<file path="config.mk">
export PLATFORM = sky130hd
export DESIGN_NAME = i2s_rx_deserializer
export DESIGN_NICKNAME = d
export VERILOG_FILES = /design/src/rtl/i2s_rx_deserializer.sv
export SDC_FILE = /design/constraint.sdc
export NUM_CORES = 1
export LEC_CHECK = 0
export CAP_MARGIN = 30
export CORE_MARGIN = 4
export CORE_UTILIZATION = 54
export DETAILED_ROUTE_END_ITERATION = 6
export GPL_TIMING_DRIVEN = 1
export PLACE_DENSITY = 0.8
export SYNTH_ARGS = -nofsm -noshare
export SYNTH_HDL_FRONTEND = slang
export SYNTH_SLANG_ARGS = --single-unit
</file>
<file path="constraint.sdc">
create_clock -name mclk -period 2.1 [get_ports mclk]
set_input_delay 0.42 -clock mclk [delete_from_list [all_inputs] [get_ports mclk]]
set_output_delay 0.42 -clock mclk [all_outputs]
set_load 0.02 [all_outputs]
</file>
<file path="src/rtl/i2s_rx_deserializer.sv">
// rtl/i2s_rx_deserializer.sv - I2S record-path deserializer producing stereo pairs on valid/ready
// Oversamples bclk/lrc/data in the mclk domain; one-bit-delayed I2S framing, MSB first.
module i2s_rx_deserializer #(
  parameter int DATA_WIDTH = 16
) (
  input  logic                  mclk,
  input  logic                  rst,
  input  logic                  audio_I2S_bclk,
  input  logic                  audio_I2S_reclrc,
  input  logic                  audio_I2S_recdat,
  output logic [DATA_WIDTH-1:0] left_sample,
  output logic [DATA_WIDTH-1:0] right_sample,
  output logic                  sample_valid,
  input  logic                  sample_ready,
  output logic                  overrun,
  output logic                  frame_err
);

  localparam int CNT_W = (DATA_WIDTH > 1) ? $clog2(DATA_WIDTH) : 1;

  typedef enum logic [1:0] {
    WAIT_SYNC,
    SHIFT,
    PAD
  } state_t;

  state_t                state;
  logic                  bclk_m, bclk_s, bclk_d;
  logic                  lrc_m, lrc_s;
  logic                  dat_m, dat_s;
  logic                  lrc_prev;
  logic                  primed;
  logic                  chan;
  logic                  have_left;
  logic [CNT_W-1:0]      bit_cnt;
  logic [DATA_WIDTH-2:0] shreg;
  logic [DATA_WIDTH-1:0] left_hold;

  logic                  rise;
  logic                  transition;
  logic                  shift_en;
  logic                  last_bit;
  logic                  pair_done;
  logic                  load;
  logic [DATA_WIDTH-1:0] word;

  always_ff @(posedge mclk) begin
    if (rst) begin
      bclk_m <= 1'b0;
      bclk_s <= 1'b0;
      bclk_d <= 1'b0;
      lrc_m  <= 1'b0;
      lrc_s  <= 1'b0;
      dat_m  <= 1'b0;
      dat_s  <= 1'b0;
    end else begin
      bclk_m <= audio_I2S_bclk;
      bclk_s <= bclk_m;
      bclk_d <= bclk_s;
      lrc_m  <= audio_I2S_reclrc;
      lrc_s  <= lrc_m;
      dat_m  <= audio_I2S_recdat;
      dat_s  <= dat_m;
    end
  end

  // The first rise after reset only records the LR level, so a reset released
  // mid right-slot does not masquerade as a transition and cause a frame error.
  always_comb begin
    rise       = bclk_s & ~bclk_d;
    transition = rise & primed & (lrc_s != lrc_prev);
    shift_en   = rise & ~transition & (state == SHIFT);
    last_bit   = shift_en & (bit_cnt == CNT_W'(DATA_WIDTH - 1));
    word       = {shreg, dat_s};
    pair_done  = last_bit & chan & have_left;
    load       = pair_done & (~sample_valid | sample_ready);
  end

  always_ff @(posedge mclk) begin
    if (rst) begin
      state        <= WAIT_SYNC;
      lrc_prev     <= 1'b0;
      primed       <= 1'b0;
      chan         <= 1'b0;
      have_left    <= 1'b0;
      bit_cnt      <= '0;
      shreg        <= '0;
      left_hold    <= '0;
      left_sample  <= '0;
      right_sample <= '0;
      sample_valid <= 1'b0;
      overrun      <= 1'b0;
      frame_err    <= 1'b0;
    end else begin
      overrun   <= 1'b0;
      frame_err <= 1'b0;

      if (rise) begin
        lrc_prev <= lrc_s;
        primed   <= 1'b1;
      end

      case (state)
        WAIT_SYNC: begin
          if (transition) begin
            state   <= SHIFT;
            chan    <= lrc_s;
            bit_cnt <= '0;
          end
        end
        SHIFT: begin
          if (transition) begin
            frame_err <= 1'b1;
            have_left <= 1'b0;
            chan      <= lrc_s;
            bit_cnt   <= '0;
          end else if (shift_en) begin
            shreg   <= word[DATA_WIDTH-2:0];
            bit_cnt <= bit_cnt + CNT_W'(1);
            if (last_bit) begin
              state <= PAD;
              if (!chan) begin
                left_hold <= word;
                have_left <= 1'b1;
              end else begin
                // A right word without a preceding left word is simply dropped.
                have_left <= 1'b0;
              end
            end
          end
        end
        PAD: begin
          if (transition) begin
            state   <= SHIFT;
            chan    <= lrc_s;
            bit_cnt <= '0;
          end
        end
        default: state <= WAIT_SYNC;
      endcase

      if (pair_done) begin
        if (load) begin
          left_sample  <= left_hold;
          right_sample <= word;
          sample_valid <= 1'b1;
        end else begin
          overrun <= 1'b1;
        end
      end else if (sample_valid && sample_ready) begin
        sample_valid <= 1'b0;
      end
    end
  end

endmodule

</file>
==> metrics.md <==
| Metric | Value |
|---|---|
| Pwr/cell area | 689 mW/mm^2 |
| Layout cells sized above 1 | 8.90% |
| Min Tclk post-route | 1.77 ns |
| Slew @ Worst Pin | 0.550 ns |
| Sequential fraction of the synthesis area | 53.5% |
| Top post-synthesis cells by count | dfxtp_1 (83), a21oi_1 (55), o21ai_0 (43) |
| Top cell type's share of synthesized area | 53.5% |
| Die Area | 0.00703 sq mm |
| Reg clk slew, reported paths | 0.08 ns |
| Worst reg2reg setup slack | 0.33 ns |
| Design area | 0.00376 sq mm |
| Area Growth Syn to Fin | 20.9% |
| Post-synth ARST share | 0% |
| Worst Setup End Kind | register |
| Hold Crit Endpoint | dat_s$_SDFF_PP0_ |
| Hold wc startpoint | dat_m$_SDFF_PP0_ |
| Yosys cell types | 31 |
| Outcome | complete, no violations |
| Cell taking the most area after synthesis | dfxtp_1 |
| Clk buf depth | 2 |
| Largest net degree at the start of global routing | 40 |
| Slew HR | 63.3% |
| Post-layout nets | 385 |
| Final count of hold timing violations | 0 |
| Max rail drop VDD | 523 uV |
| Fillers | 457 |
| Reg2Reg Launch Point | bit_cnt[0]$_SDFFE_PP0P_ |
| Port Buf Inserts | 40 |
| Avg Cell Area, Syn | 9.06 sq um |
| Vias in the first global route | 2349 |
| Largest family of logic cells by synthesized area | compound AO/OA/AOI/OAI gates |
| Min-Delay Path Class | reg2reg |
| Crit path launch type | register |
| Chip width | 83.9 um |
| Setup Buffers After CTS | 0 |
| Worst-Skew Late Latency | 0.34 ns |
| DIE HEIGHT | 83.9 um |
| Initial antenna violation count | 0 |
| Reg2reg end | right_sample[14]$_SDFFE_PP0P_ |
| Hold depth | 1 |
| Routed wire per std cell | 14.3 um |
| DRC | 0 |
| Num CTS Buffers | 9 |
| H-tree lvl count | 3 |
| TNS Setup | 0 ns |
| Seq cells post-synth | 83 |
| Post-synthesis mux area share | 5.80% |
| GP Congestion | 0.881 |
| Total GRT Usage | 19.0% |
| Synth Area in Compound Gates | 19.3% |
| Setup WS pre-CTS | 0.170 ns |
| Vias | 2544 |
| WS Path Type | reg2reg |
| Drt total wl | 6470 um |
| Area of the multi-input gates | 0.00132 sq mm |
| Max-slew violations | 0 |
| Synth area leaders | dfxtp_1 (53%), a21oi_1 (8.9%), o21ai_0 (6.9%) |
| CTS resizes | 0 |
| ANT nets after route | 0 |
| Vias/cell | 5.60 |
| XOR/XNOR Fraction of Synth Area | 0.805% |
| TritonCTS clock tree | built |
| Hold_buf cts | 0 |
| Cell count of the worst reg-to-reg path | 6 |
| WP data required | 2.33 ns |
| Count of warnings emitted by yosys | 0 |
| Area taken by flip-flops and latches | 0.00166 sq mm |
| Clk sinks | 83 |
| Gr ovfl total | 0 |
| First-pass GRT wire length | 11000 um |
| Dpl hpwl | 4270 um |
| Maximum clock rate | 565 MHz |
| Most frequent cell after synthesis | dfxtp_1 |
| Final WS setup | 0.329 ns |
| Placed cell area | 0.00358 sq mm |
| CP startpoint | bit_cnt[0]$_SDFFE_PP0P_ |
| EDFF count, synth | 0 |
| Synthesized area | 0.00311 sq mm |
| Root Driver | clkbuf_8 |
| Clock Skew | 0.00964 ns |
| Post-Syn Nets | 350 |
| Starting density of the core | 56.1% |
| Worst Path Max Fanout | 39 |
| Leakage | 1.22 nW |
| # Max-Cap Violations | 0 |
| Simple logic cell fraction of the synthesized area | 15.8% |
| Row count | 27 |
| Ant. Diodes | 0 |
| Main synth FF type | dfxtp_1 |
| Final setup viols | 0 |
| Crit path arrival time | 2.00 ns |
| RSZ-0062 raised after global routing | false |
| First DRT Iteration DRCs | 214 |
| Core Region | 0.00554 sq mm |
| Adder-cell area share of the yosys netlist | 0.403% |
| Io pins | 41 |
| DR pass1 iterations | 4 |
| Synth Instances | 343 |
| Tcrit/Tclk final | 84.3% |
-- metrics by stage --
stage | instances | total power, mW | utilization (%) | hold slack (ns)
after floorplan | 343 | 1.66 | - | 0.414
after global placement | 438 | 1.68 | 64.7 | 0.427
after detailed placement | 438 | 1.68 | 64.7 | 0.425
after CTS | 453 | 2.61 | 67.5 | 0.444
after global routing | 454 | 2.69 | 67.8 | 0.453
final | 454 | 2.59 | 67.8 | 0.436
-- sequential cells by signal, indices dropped and copies added (netlist names), 2 cells and up --
register / count
left_hold: 16
left_sample: 16
right_sample: 16
bit_cnt: 4
state: 2
shreg: 15
-- worst max-delay path: stages (launching register included) --
cell and delay, ns:
dfxtp_1 0.37, ha_1 0.18, nand3_1 0.26, a211o_1 0.36
buf_12 0.18, o21ai_0 0.20, a21oi_1 0.09
-- layout by cell type (no fill, tap or decap), drive strengths merged --
master,Yosys,routed
clkbuf,18,10
and2,1,1
nand2,17,17
nor4bb,1,1
nand3,37,37
clkinv,0,4
o21ai,51,51
a2111oi,1,1
clkinvlp,0,1
or3,2,2
nand4,1,1
nor2,22,22
inv,1,1
a21oi,56,56
ha,1,1
xor2,2,2
nand3b,1,1
nand2b,3,3
a211o,1,1
a211oi,1,1
mux2i,18,18
nor3,3,3
nor2b,8,8
a21boi,1,1
buf,11,14
nand4bb,1,1
clkdlybuf4s50,0,39
and3,1,1
dfxtp,83,83
-- cell type report --
| class | instances | area share, % |
|---|---|---|
| inverters | 1 | 0.0999 |
| multi-input cells | 230 | 35.0 |
| repair buffers | 53 | 14.0 |
| flip-flops and latches | 83 | 44.2 |
| clock buffers | 10 | 3.40 |
| clock inverters | 5 | 0.833 |
| well taps | 72 | 2.40 |
-- kinds of logic (layout without fill, tap and decap cells) --
| kind of cell | after synthesis | in the layout |
|---|---|---|
| DFF | 83 | 83 |
| xor gates and xnor gates | 2 | 2 |
| buffers and inverters | 30 | 69 |
| and+or+nand+nor | 98 | 98 |
| AOI/OAI and AO/OA | 111 | 111 |
| adders and majority gates | 1 | 1 |
| muxes | 18 | 18 |
-- report_power, final --
part | internal, mW | switching [mW]
registers | 1.58 | 0.00787
clock network | 0.419 | 0.531
logic | 0.0200 | 0.0324
total | 2.02 | 0.571
-- worst max path at each step --
stage	slack (ns)	to
after floorplan	0.55	left_hold[2]$_SDFFE_PP0P_
after global placement	0.25	shreg[7]$_SDFFE_PP0P_
after detailed placement	0.17	shreg[12]$_SDFFE_PP0P_
after CTS	0.17	shreg[12]$_SDFFE_PP0P_
after global routing	0.19	right_sample[6]$_SDFFE_PP0P_
final	0.33	right_sample[14]$_SDFFE_PP0P_
-- per-layer routing --
layer  vias to the layer above  share of wire (%)  global-route usage [%]
li1                       1268                  -                       -
met2                        72                 46                    29.4
met5                         -                  0                       0
met4                         0               0.65                    5.70
met3                         4                5.4                    4.74
met1                      1200                 48                    26.3
Note: power is estimated with default switching activity, not from simulation.
==> variant: new RTL, same flow settings <==
Register the output `frame_err` once more, cleared by the reset; this adds one clock of latency there. The other outputs are not delayed to match.
--- a/src/rtl/i2s_rx_deserializer.sv
+++ b/src/rtl/i2s_rx_deserializer.sv
@@ -23,6 +23,8 @@
     SHIFT,
     PAD
   } state_t;
+
+  logic frame_err_s0;
 
   state_t                state;
   logic                  bclk_m, bclk_s, bclk_d;
@@ -90,10 +92,10 @@
       right_sample <= '0;
       sample_valid <= 1'b0;
       overrun      <= 1'b0;
-      frame_err    <= 1'b0;
+      frame_err_s0 <= 1'b0;
     end else begin
       overrun   <= 1'b0;
-      frame_err <= 1'b0;
+      frame_err_s0 <= 1'b0;
 
       if (rise) begin
         lrc_prev <= lrc_s;
@@ -110,7 +112,7 @@
         end
         SHIFT: begin
           if (transition) begin
-            frame_err <= 1'b1;
+            frame_err_s0 <= 1'b1;
             have_left <= 1'b0;
             chan      <= lrc_s;
             bit_cnt   <= '0;
@@ -153,5 +155,13 @@
     end
   end
 
+  always_ff @(posedge mclk) begin
+    if (rst) begin
+      frame_err <= '0;
+    end else begin
+      frame_err <= frame_err_s0;
+    end
+  end
+
 endmodule
 
Behaviour: not the same (Yosys sat finds a counterexample within 10 cycles, from zero or initial values and one cycle with rst high).
==> variant against the unedited design <==
Design area is 3.5% higher. Routed wire length is 13% lower. Sequential cell count is 1 higher. Maximum frequency is 1.5% higher. Clock power is 4.9% higher. Worst setup slack better by 0.027 ns. Clock skew is 0.0051 ns lower. Area after synthesis is 4.3% higher. Power is 2.9% higher. Largest cell class unchanged. Die area is 3.9% higher. Utilization is 0.70 points higher. Cell count is 5.7% lower.
==> variant: results (changes against the unedited design) <==
Synth Net Count 319 (was 350); CP arrival 1.97 ns (was 2.00 ns); DR iter-0 viols 125 (was 214); WHS 0.437 ns (was 0.436 ns); top cells by area, synth dfxtp_1 52%, mux2i_1 17%, nand2b_1 10% (was dfxtp_1 53%, a21oi_1 8.9%, o21ai_0 6.9%); Synth Area in Compound Gates 0.0629 (was 0.193); synthesized-area fraction occupied by adder cells 0.00386 (was 0.00403); Peak supply drop 0.000448 V (was 0.000523 V); Comb. pwr 61.2 uW (was 52.3 uW); status finished, final reports clean (unchanged); Place WS 0.239 ns (was 0.170 ns); first-pass GRT wire length 9600 um (was 11000 um); largest net degree at the start of global routing 94 (was 40); met1 GRT Util 0.216 (was 0.263); Layout Nets 359 (was 385); Slew HR 0.633 (about the same); clock skew 0.00451 ns (was 0.00964 ns); WL final 5620 um (was 6470 um); Finished Layout Cells 428 (was 454); dpl cells 413 (was 438); r2r worst-path depth 5 (was 6); GR Util met3 0.0375 (was 0.0474); Pleak 1.31 nW (was 1.22 nW); Placed Area 3720 um2 (was 3580 um2); CP max-delay cell a2111o_1 (was dfxtp_1); sequential fraction of the synthesis area 0.519 (was 0.535); detailed-routed wire length on met2 2570 um (was 3000 um)
## variant: worst max-delay path by stage
stage	from	cells past startpoint	to	slack, ns
3_3_place_gp	sample_ready	6	right_sample[14]	0.31
5_1_grt	lrc_s	4	left_hold[2]	0.24
6_report	bit_cnt[0]	5	left_hold[2]	0.36
2_1_floorplan	bit_cnt[0]	6	left_sample[10]	0.49
3_5_place_dp	sample_ready	6	left_sample[12]	0.24
4_1_cts	left_sample[4]	1	left_sample[4]	0.32
## variant: final cells by class
type,count,share of cell area
repair buffers,48,0.124
inverters,1,0.000966
flip-flops and latches,84,0.433
well taps,72,0.0232
clock buffers,13,0.0409
clock inverters,2,0.00257
multi-input cells,208,0.376
## variant: kinds of logic (layout without fill, tap and decap cells)
logic type,count (synthesis),in the layout
mux,54,54
xor+xnor,2,2
compound gates,33,33
buf+inv,20,64
flops,84,84
fa+ha+maj,1,1
simple gates,118,118
